File: config.mk
export PLATFORM = sky130hd
export DESIGN_NAME = block_color_pipeline
export DESIGN_NICKNAME = d
export VERILOG_FILES = /design/src/rtl/block_color_pipeline_pkg.sv /design/src/rtl/block_color_pipeline_score_digit_shadow.sv /design/src/rtl/block_color_pipeline.sv
export SDC_FILE = /design/constraint.sdc
export NUM_CORES = 1
export LEC_CHECK = 0
export CAP_MARGIN = 20
export CORE_MARGIN = 4
export CORE_UTILIZATION = 51
export DETAILED_ROUTE_END_ITERATION = 6
export PLACE_DENSITY_LB_ADDON = 0.2
export SETUP_SLACK_MARGIN = 0.15
export SYNTH_ARGS = -nofsm -noshare
export SYNTH_HDL_FRONTEND = slang
export SYNTH_SLANG_ARGS = --single-unit
File: constraint.sdc
create_clock -name Clk -period 4.15 [get_ports Clk]
set_input_delay 1.0375 -clock Clk [delete_from_list [all_inputs] [get_ports Clk]]
set_output_delay 1.0375 -clock Clk [all_outputs]
set_load 0.02 [all_outputs]
File: src/rtl/block_color_pipeline_pkg.sv
// Shared types for the pixel colour pipeline: palette, RGB struct, glyph geometry.
// Pure declarations; no latency or flow control of its own.
package block_color_pipeline_pkg;

  typedef enum logic [2:0] {
    EMPTY, CYAN, BLUE, ORANGE, YELLOW, GREEN, RED, MAGENTA
  } block_color;

  typedef struct packed {
    logic [7:0] r;
    logic [7:0] g;
    logic [7:0] b;
  } rgb_t;

  // Per-pixel context carried alongside the font ROM read.
  typedef struct packed {
    logic       vld;
    logic       play;
    block_color color;
    logic       flash;
    logic       blank;
    logic [2:0] bit_idx;
    logic [6:0] xcol;
  } sideband_t;

  localparam int         FONT_GLYPH_H = 16;
  localparam logic [7:0] BG_R         = 8'h1F;
  localparam logic [7:0] BG_B_BASE    = 8'h7F;
  localparam rgb_t       RGB_WHITE    = '{r: 8'hFF, g: 8'hFF, b: 8'hFF};

  function automatic rgb_t block_to_rgb(input block_color c);
    case (c)
      CYAN:    return '{r: 8'h00, g: 8'hFF, b: 8'hFF};
      BLUE:    return '{r: 8'h00, g: 8'h00, b: 8'hFF};
      ORANGE:  return '{r: 8'hFF, g: 8'hA5, b: 8'h00};
      YELLOW:  return '{r: 8'hFF, g: 8'hFF, b: 8'h00};
      GREEN:   return '{r: 8'h00, g: 8'h80, b: 8'h00};
      RED:     return '{r: 8'hFF, g: 8'h00, b: 8'h00};
      MAGENTA: return '{r: 8'hFF, g: 8'h00, b: 8'hFF};
      default: return '{r: 8'h00, g: 8'h00, b: 8'h00};
    endcase
  endfunction

endpackage

File: src/rtl/block_color_pipeline_score_digit_shadow.sv
// Frame-latched copy of the BCD score plus its leading-zero blanking mask.
// Loads on load_i; one-cycle update, never stalls.
module score_digit_shadow
  import block_color_pipeline_pkg::*;
#(
  parameter int NUM_DIGITS = 6
) (
  input  logic                    clk_i,
  input  logic                    rst_ni,
  input  logic                    load_i,
  input  logic [4*NUM_DIGITS-1:0] digits_i,
  input  logic                    lz_suppress_i,
  output logic [4*NUM_DIGITS-1:0] digits_o,
  output logic [NUM_DIGITS-1:0]   lz_mask_o
);

  logic [4*NUM_DIGITS-1:0] digits_q;
  logic [NUM_DIGITS-1:0]   mask_d, mask_q;
  logic                    zero_run;

  // Mask bit d is indexed from the MS digit; the LS digit is never masked.
  always_comb begin
    mask_d   = '0;
    zero_run = lz_suppress_i;
    for (int d = 0; d < NUM_DIGITS - 1; d++) begin
      zero_run  = zero_run && (digits_i[4*(NUM_DIGITS-1-d) +: 4] == 4'd0);
      mask_d[d] = zero_run;
    end
  end

  always_ff @(posedge clk_i or negedge rst_ni) begin
    if (!rst_ni) begin
      digits_q <= '0;
      mask_q   <= '0;
    end else if (load_i) begin
      digits_q <= digits_i;
      mask_q   <= mask_d;
    end
  end

  assign digits_o  = digits_q;
  assign lz_mask_o = mask_q;

endmodule

File: src/rtl/block_color_pipeline.sv
// Maps each VGA pixel to RGB (flash, playfield palette, score glyph or gradient).
// Latency 1+ROM_LATENCY cycles, one pixel per cycle, no backpressure.
module block_color_pipeline
  import block_color_pipeline_pkg::*;
#(
  parameter int          NUM_DIGITS      = 6,
  parameter logic [9:0]  SCORE_X_MIN     = 10'd296,
  parameter logic [9:0]  SCORE_Y_MIN     = 10'd10,
  parameter logic [10:0] FONT_DIGIT_BASE = 11'd768,
  parameter int          ROM_LATENCY     = 1,
  parameter int          NUM_ROWS        = 20,
  parameter int          FLASH_FRAMES    = 8
) (
  input  logic                    Clk,
  input  logic                    Reset_n,
  input  logic                    frame_start,
  input  logic                    pix_valid,
  input  logic [9:0]              DrawX,
  input  logic [9:0]              DrawY,
  input  logic                    play_area,
  input  logic                    score_area,
  input  block_color              block_type,
  input  logic [4:0]              play_row,
  input  logic [4*NUM_DIGITS-1:0] score_digits_in,
  input  logic                    flash_en,
  input  logic [NUM_ROWS-1:0]     flash_rows,
  input  logic                    lz_suppress,
  output logic [10:0]             rom_addr,
  input  logic [7:0]              rom_data,
  output logic [7:0]              VGA_R,
  output logic [7:0]              VGA_G,
  output logic [7:0]              VGA_B,
  output logic                    out_valid,
  output logic                    flash_phase
);

  localparam int         CW     = (FLASH_FRAMES > 1) ? $clog2(FLASH_FRAMES) : 1;
  localparam logic [0:0] S_IDLE = 1'b0;
  localparam logic [0:0] S_RUN  = 1'b1;

  logic [4*NUM_DIGITS-1:0] shadow_digits;
  logic [NUM_DIGITS-1:0]   lz_mask;

  score_digit_shadow #(.NUM_DIGITS(NUM_DIGITS)) u_shadow (
    .clk_i         (Clk),
    .rst_ni        (Reset_n),
    .load_i        (frame_start),
    .digits_i      (score_digits_in),
    .lz_suppress_i (lz_suppress),
    .digits_o      (shadow_digits),
    .lz_mask_o     (lz_mask)
  );

  logic [0:0]    state_q, state_d;
  logic [CW-1:0] cnt_q, cnt_d;
  logic          phase_q, phase_d;

  // Dropping flash_en wins over any frame_start in the same cycle.
  always_comb begin
    state_d = state_q;
    cnt_d   = cnt_q;
    phase_d = phase_q;
    if (!flash_en) begin
      state_d = S_IDLE;
      cnt_d   = '0;
      phase_d = 1'b0;
    end else if (state_q == S_IDLE) begin
      state_d = S_RUN;
      cnt_d   = '0;
      phase_d = 1'b0;
    end else if (frame_start) begin
      if (cnt_q == CW'(FLASH_FRAMES - 1)) begin
        cnt_d   = '0;
        phase_d = !phase_q;
      end else begin
        cnt_d = cnt_q + CW'(1);
      end
    end
  end

  always_ff @(posedge Clk or negedge Reset_n) begin
    if (!Reset_n) begin
      state_q <= S_IDLE;
      cnt_q   <= '0;
      phase_q <= 1'b0;
    end else begin
      state_q <= state_d;
      cnt_q   <= cnt_d;
      phase_q <= phase_d;
    end
  end

  logic [6:0]  dig_idx;
  logic [3:0]  nib;
  logic        lz_blank, blank;
  logic [31:0] rows_pad;
  logic [10:0] addr_d, rom_addr_q;
  sideband_t   s0_d, s0_q;

  always_comb begin
    dig_idx  = 7'((DrawX - SCORE_X_MIN) >> 3);
    nib      = '0;
    lz_blank = 1'b0;
    for (int d = 0; d < NUM_DIGITS; d++) begin
      if (dig_idx == 7'(d)) begin
        nib      = shadow_digits[4*(NUM_DIGITS-1-d) +: 4];
        lz_blank = lz_mask[d];
      end
    end
    blank = !score_area || (dig_idx >= 7'(NUM_DIGITS)) || (nib > 4'd9) || lz_blank;
    // Zero padding makes rows beyond NUM_ROWS never flash.
    rows_pad      = 32'(flash_rows);
    s0_d          = '0;
    s0_d.vld      = pix_valid;
    s0_d.play     = play_area;
    s0_d.color    = block_type;
    s0_d.flash    = play_area && flash_en && phase_q && rows_pad[play_row];
    s0_d.blank    = blank;
    s0_d.bit_idx  = ~DrawX[2:0];
    s0_d.xcol     = DrawX[9:3];
    addr_d = (pix_valid && !blank)
           ? FONT_DIGIT_BASE + (11'(nib) << $clog2(FONT_GLYPH_H))
             + 11'((DrawY - SCORE_Y_MIN) & 10'h00F)
           : '0;
  end

  always_ff @(posedge Clk or negedge Reset_n) begin
    if (!Reset_n) begin
      s0_q       <= '0;
      rom_addr_q <= '0;
    end else begin
      s0_q       <= s0_d;
      rom_addr_q <= addr_d;
    end
  end

  assign rom_addr = rom_addr_q;

  sideband_t dly_q [ROM_LATENCY];

  always_ff @(posedge Clk or negedge Reset_n) begin
    if (!Reset_n) begin
      for (int i = 0; i < ROM_LATENCY; i++) dly_q[i] <= '0;
    end else begin
      dly_q[0] <= s0_q;
      for (int i = 1; i < ROM_LATENCY; i++) dly_q[i] <= dly_q[i-1];
    end
  end

  sideband_t sb;
  rgb_t      pix_rgb, hold_q, out_rgb;

  assign sb = dly_q[ROM_LATENCY-1];

  always_comb begin
    pix_rgb = '{r: BG_R, g: 8'h00, b: BG_B_BASE - {1'b0, sb.xcol}};
    if (sb.flash)                             pix_rgb = RGB_WHITE;
    else if (sb.play)                         pix_rgb = block_to_rgb(sb.color);
    else if (!sb.blank && rom_data[sb.bit_idx]) pix_rgb = RGB_WHITE;
  end

  always_ff @(posedge Clk or negedge Reset_n) begin
    if (!Reset_n)    hold_q <= '0;
    else if (sb.vld) hold_q <= pix_rgb;
  end

  assign out_rgb     = sb.vld ? pix_rgb : hold_q;
  assign VGA_R       = out_rgb.r;
  assign VGA_G       = out_rgb.g;
  assign VGA_B       = out_rgb.b;
  assign out_valid   = sb.vld;
  assign flash_phase = phase_q;

endmodule

==> metrics.csv <==
stage,metric,value,unit
run_status,status,"complete, no violations",
global_route,grt_pass1_vias,3420,
global_route,grt_use_total,20.8,%
logic_synthesis,yosys.area_share.adder,2.00,%
logic_synthesis,synth_top_family_by_area,compound AO/OA/AOI/OAI gates,
layout,drive_gt1_share,22.2,%
hold_path,min_path_type,reg2reg,
logic_synthesis,synth_compound_gate_area_share,13.3,%
die,num_io_pins,125,
logic_synthesis,syn-num-nets,475,
setup_path,cp_slowest_cell,clkdlybuf4s50_1,
setup_path,startpoint_type,input port,
logic_synthesis,synth_area_per_cell,11.5,um2
logic_synthesis,syn-cell-area,4390,um2
clocking,cts_tree,yes,
power_and_ir_drop,powerDensity,358,nW/um2
timing,worst_slack,170,ps
layout,insertedDiodeCount,0,
logic_synthesis,synth_edf_count,0,
detailed_routing,route.detailed.drc,0,
die,core-area,8300,um2
logic_synthesis,synthArstFlopShare,100,%
global_route,grt_use_met2,35.6,%
timing,setup_viol,0,
logic_synthesis,synthSimpleGateAreaFrac,11.1,%
layout,nets,616,
placed_design,hpwl,7.38,mm
clocking,cts_root_buf,clkbuf_8,
timing,slew_headroom,49.6,%
die,dieArea,10200,um2
logic_synthesis,synth.distinct_cells,60,
logic_synthesis,ys.flop_type,dfrtp_1,
global_route,grt.met1_usage,25.0,%
setup_path,rrSetupSlack,750,ps
detailed_routing,wl_per_cell,16.9,um
placed_design,gp_congestion,0.879,
timing,worst_pin_slew,757,ps
detailed_routing,ant_nets,0,
setup_path,crit_top_cell,buf_4,
detailed_routing,drt_iter0_drc,103,
die,start_util,52.9,%
setup_path,required,3110,ps
timing,hold_viol,0,
clocking,clk_pin_slew,90,ps
clocking,cts.sinks,101,
timing,fmaxAchievable,251,MHz
die,rows,33,
layout,fillers,551,
global_route,grtUsageMet3,5.40,%
clocking,h-tree-depth,3,
power_and_ir_drop,leakagePower,2.78,nW
timing,report.final.slew_viol_count,0,
global_route,grt_pass1_wl,16.4,mm
placed_design,port_buffers,117,
timing,period_needed,3980,ps
placed_design,place_ws,-506,ps
setup_path,worst-path-max-fanout,3,
setup_path,crit_path_end_kind,output pin,
setup_path,path_cells,clkdlybuf4s50_1 -> mux2i_1 -> and3_1 -> buf_4 -> o41ai_4 -> buf_4 -> and2_4 -> o31ai_4 -> o21ai_1 -> buf_4,
logic_synthesis,ys_seq_area_share,57.6,%
setup_path,cpPeakStageDelay,460,ps
global_route,overflow,0,
logic_synthesis,ys_ff_latch,101,
detailed_routing,via_per_inst,5.40,
timing,finalClockSkew,13.4,ps
detailed_routing,totalWireLength,10.7,mm
die,die_w,101,um
logic_synthesis,synth-warning-count,0,
clocking,cts_buffers,9,
layout,instances_no_fill,631,
placed_design,post-place-cells,594,
timing,post-route-period-util,95.9,%
global_route,antenna_found_initial,0,
timing,rsz0062_at_grt,yes,
logic_synthesis,netlist_instances,380,
clocking,insertion_delay,370,ps
layout,synthToLayoutAreaGrowth,43.3,%
logic_synthesis,synth.area.mux_share,9.58,%
global_route,grt_max_degree,54,
clocking,clk_path_buf_depth,2,
logic_synthesis,synth-xor-area-share,0.998,%
job,max_cap_viol_count,0,
power_and_ir_drop,vdd_drop_max,0.201,mV
detailed_routing,drt_first_pass_iters,4,
global_route,grt_busiest_layer,met2,
setup_path,worstPathArrival,2940,ps
detailed_routing,num_vias,3410,
setup_path,worstSetupPathType,in2out,
die,dieHeight,101,um
[sequential cells by signal (all words and copies together), names as in the netlist, 3 cells and up]
register	cells
hold_q	24
s0_q	17
rom_addr	9
u_shadow.lz_mask_o	5
dly_q	16
u_shadow.digits_o	24
cnt_q	3
[kinds of logic (layout without fill, tap and decap cells)]
kind of cell,count (synthesis),in the layout
AO/OA/AOI/OAI,87,87
XOR/XNOR,5,5
adder cells (fa/ha/maj),7,7
buffers and inverters,60,206
flip-flops,101,101
multiplexers,32,32
other,1,1
AND/OR/NAND/NOR,87,87
[worst max-delay path: cells and delay by family]
| kind | cells | cell delay (ps) |
|---|---|---|
| multiplexers | 1 | 60 |
| buffers and inverters | 4 | 950 |
| AO/OA/AOI/OAI | 3 | 560 |
| AND/OR/NAND/NOR | 2 | 330 |
[metrics by stage]
step                power, mW  hold slack (ps)  util [%]  TNS, ps  area (um2)
detailed placement       1.46              335      68.6    -7730        5690
global route             2.35              366      75.8        0        6290
CTS                      2.23              349      73.3        0        6090
finish                   2.25              347      75.8        0        6290
floorplan                1.26              331         -        0        4390
global placement         1.44              331      68.6    -6440        5690
[report_power, final]
| group | switching, mW | leakage [nW] | internal, mW |
|---|---|---|---|
| sequential | 0.0336 | 1.24 | 1.05 |
| combinational | 0.201 | 1.42 | 0.224 |
| clock | 0.341 | 0.119 | 0.407 |
| total | 0.575 | 2.78 | 1.68 |
[cell usage after synthesis (all sizes together) (4+ instances only)]
| master | instances | area (um2) |
|---|---|---|
| nor4 | 5 | 31.3 |
| mux2i | 6 | 60.1 |
| clkbuf | 9 | 33.8 |
| and2 | 4 | 25.0 |
| mux2 | 20 | 225 |
| nand2b | 8 | 50.1 |
| a21oi | 13 | 68.8 |
| o21ai | 36 | 188 |
| ha | 7 | 87.6 |
| nor2b | 6 | 45.0 |
| o221ai | 8 | 70.1 |
| nor2 | 15 | 56.3 |
| nand2 | 17 | 63.8 |
| buf | 7 | 37.5 |
| dfrtp | 101 | 2530 |
| xor2 | 4 | 35.0 |
| nor3b | 4 | 30.0 |
| inv | 44 | 165 |
| nor3 | 9 | 45.0 |
| mux4 | 6 | 135 |
| nand3 | 4 | 20.0 |
[layout by cell type, fill, tap and decap left out, drive strengths merged, types with 9 or more instances in the layout]
cell           netlist  final
o21ai               36     36
inv                 44     46
mux2                20     20
buf                  7     49
a21oi               13     13
nor3                 9      9
nand2               17     17
nor2                15     15
clkdlybuf4s50        0     93
clkbuf               9     10
dfrtp              101    101
[final cells by class]
type	count	area [um2]	share of cell area (%)
Tap cell	105	131	2.09
Clock inverter	6	118	1.87
Timing Repair Buffer	146	1390	22.2
Inverter	44	165	2.63
Sequential cell	101	2530	40.2
Clock buffer	10	128	2.03
Multi-Input combinational cell	219	1830	29.0
[final timing paths]
check,startpoint,to,cells past startpoint
min reg2reg,s0_q[14]$_DFF_PN0_,dly_q[14]$_DFF_PN0_,0
min,s0_q[14]$_DFF_PN0_,dly_q[14]$_DFF_PN0_,0
max reg2reg,dly_q[8]$_DFF_PN0_,hold_q[15]$_DFF_PN0_,20
max in group asynchronous,Reset_n,out_valid$_DFF_PN0_,2
max,rom_data[5],VGA_G[5],10
min in group asynchronous,Reset_n,hold_q[14]$_DFF_PN0_,1
[timing repair]
| action | 4_1_cts | 5_1_grt |
|---|---|---|
| endpoints found under the setup margin | 19 | 20 |
| buffers inserted | 19 | 2 |
| hold buffers | 0 | 0 |
| pin swaps | 3 | 5 |
| resized for setup | 129 | 37 |
[routing by layer]
metal  wire (um)  up-vias
li1            -     1624
met1        4080     1658
met2        5700       98
met3         573       30
met4         325        0
met5           0        -
No activity file was read; power rests on OpenSTA's default activity.
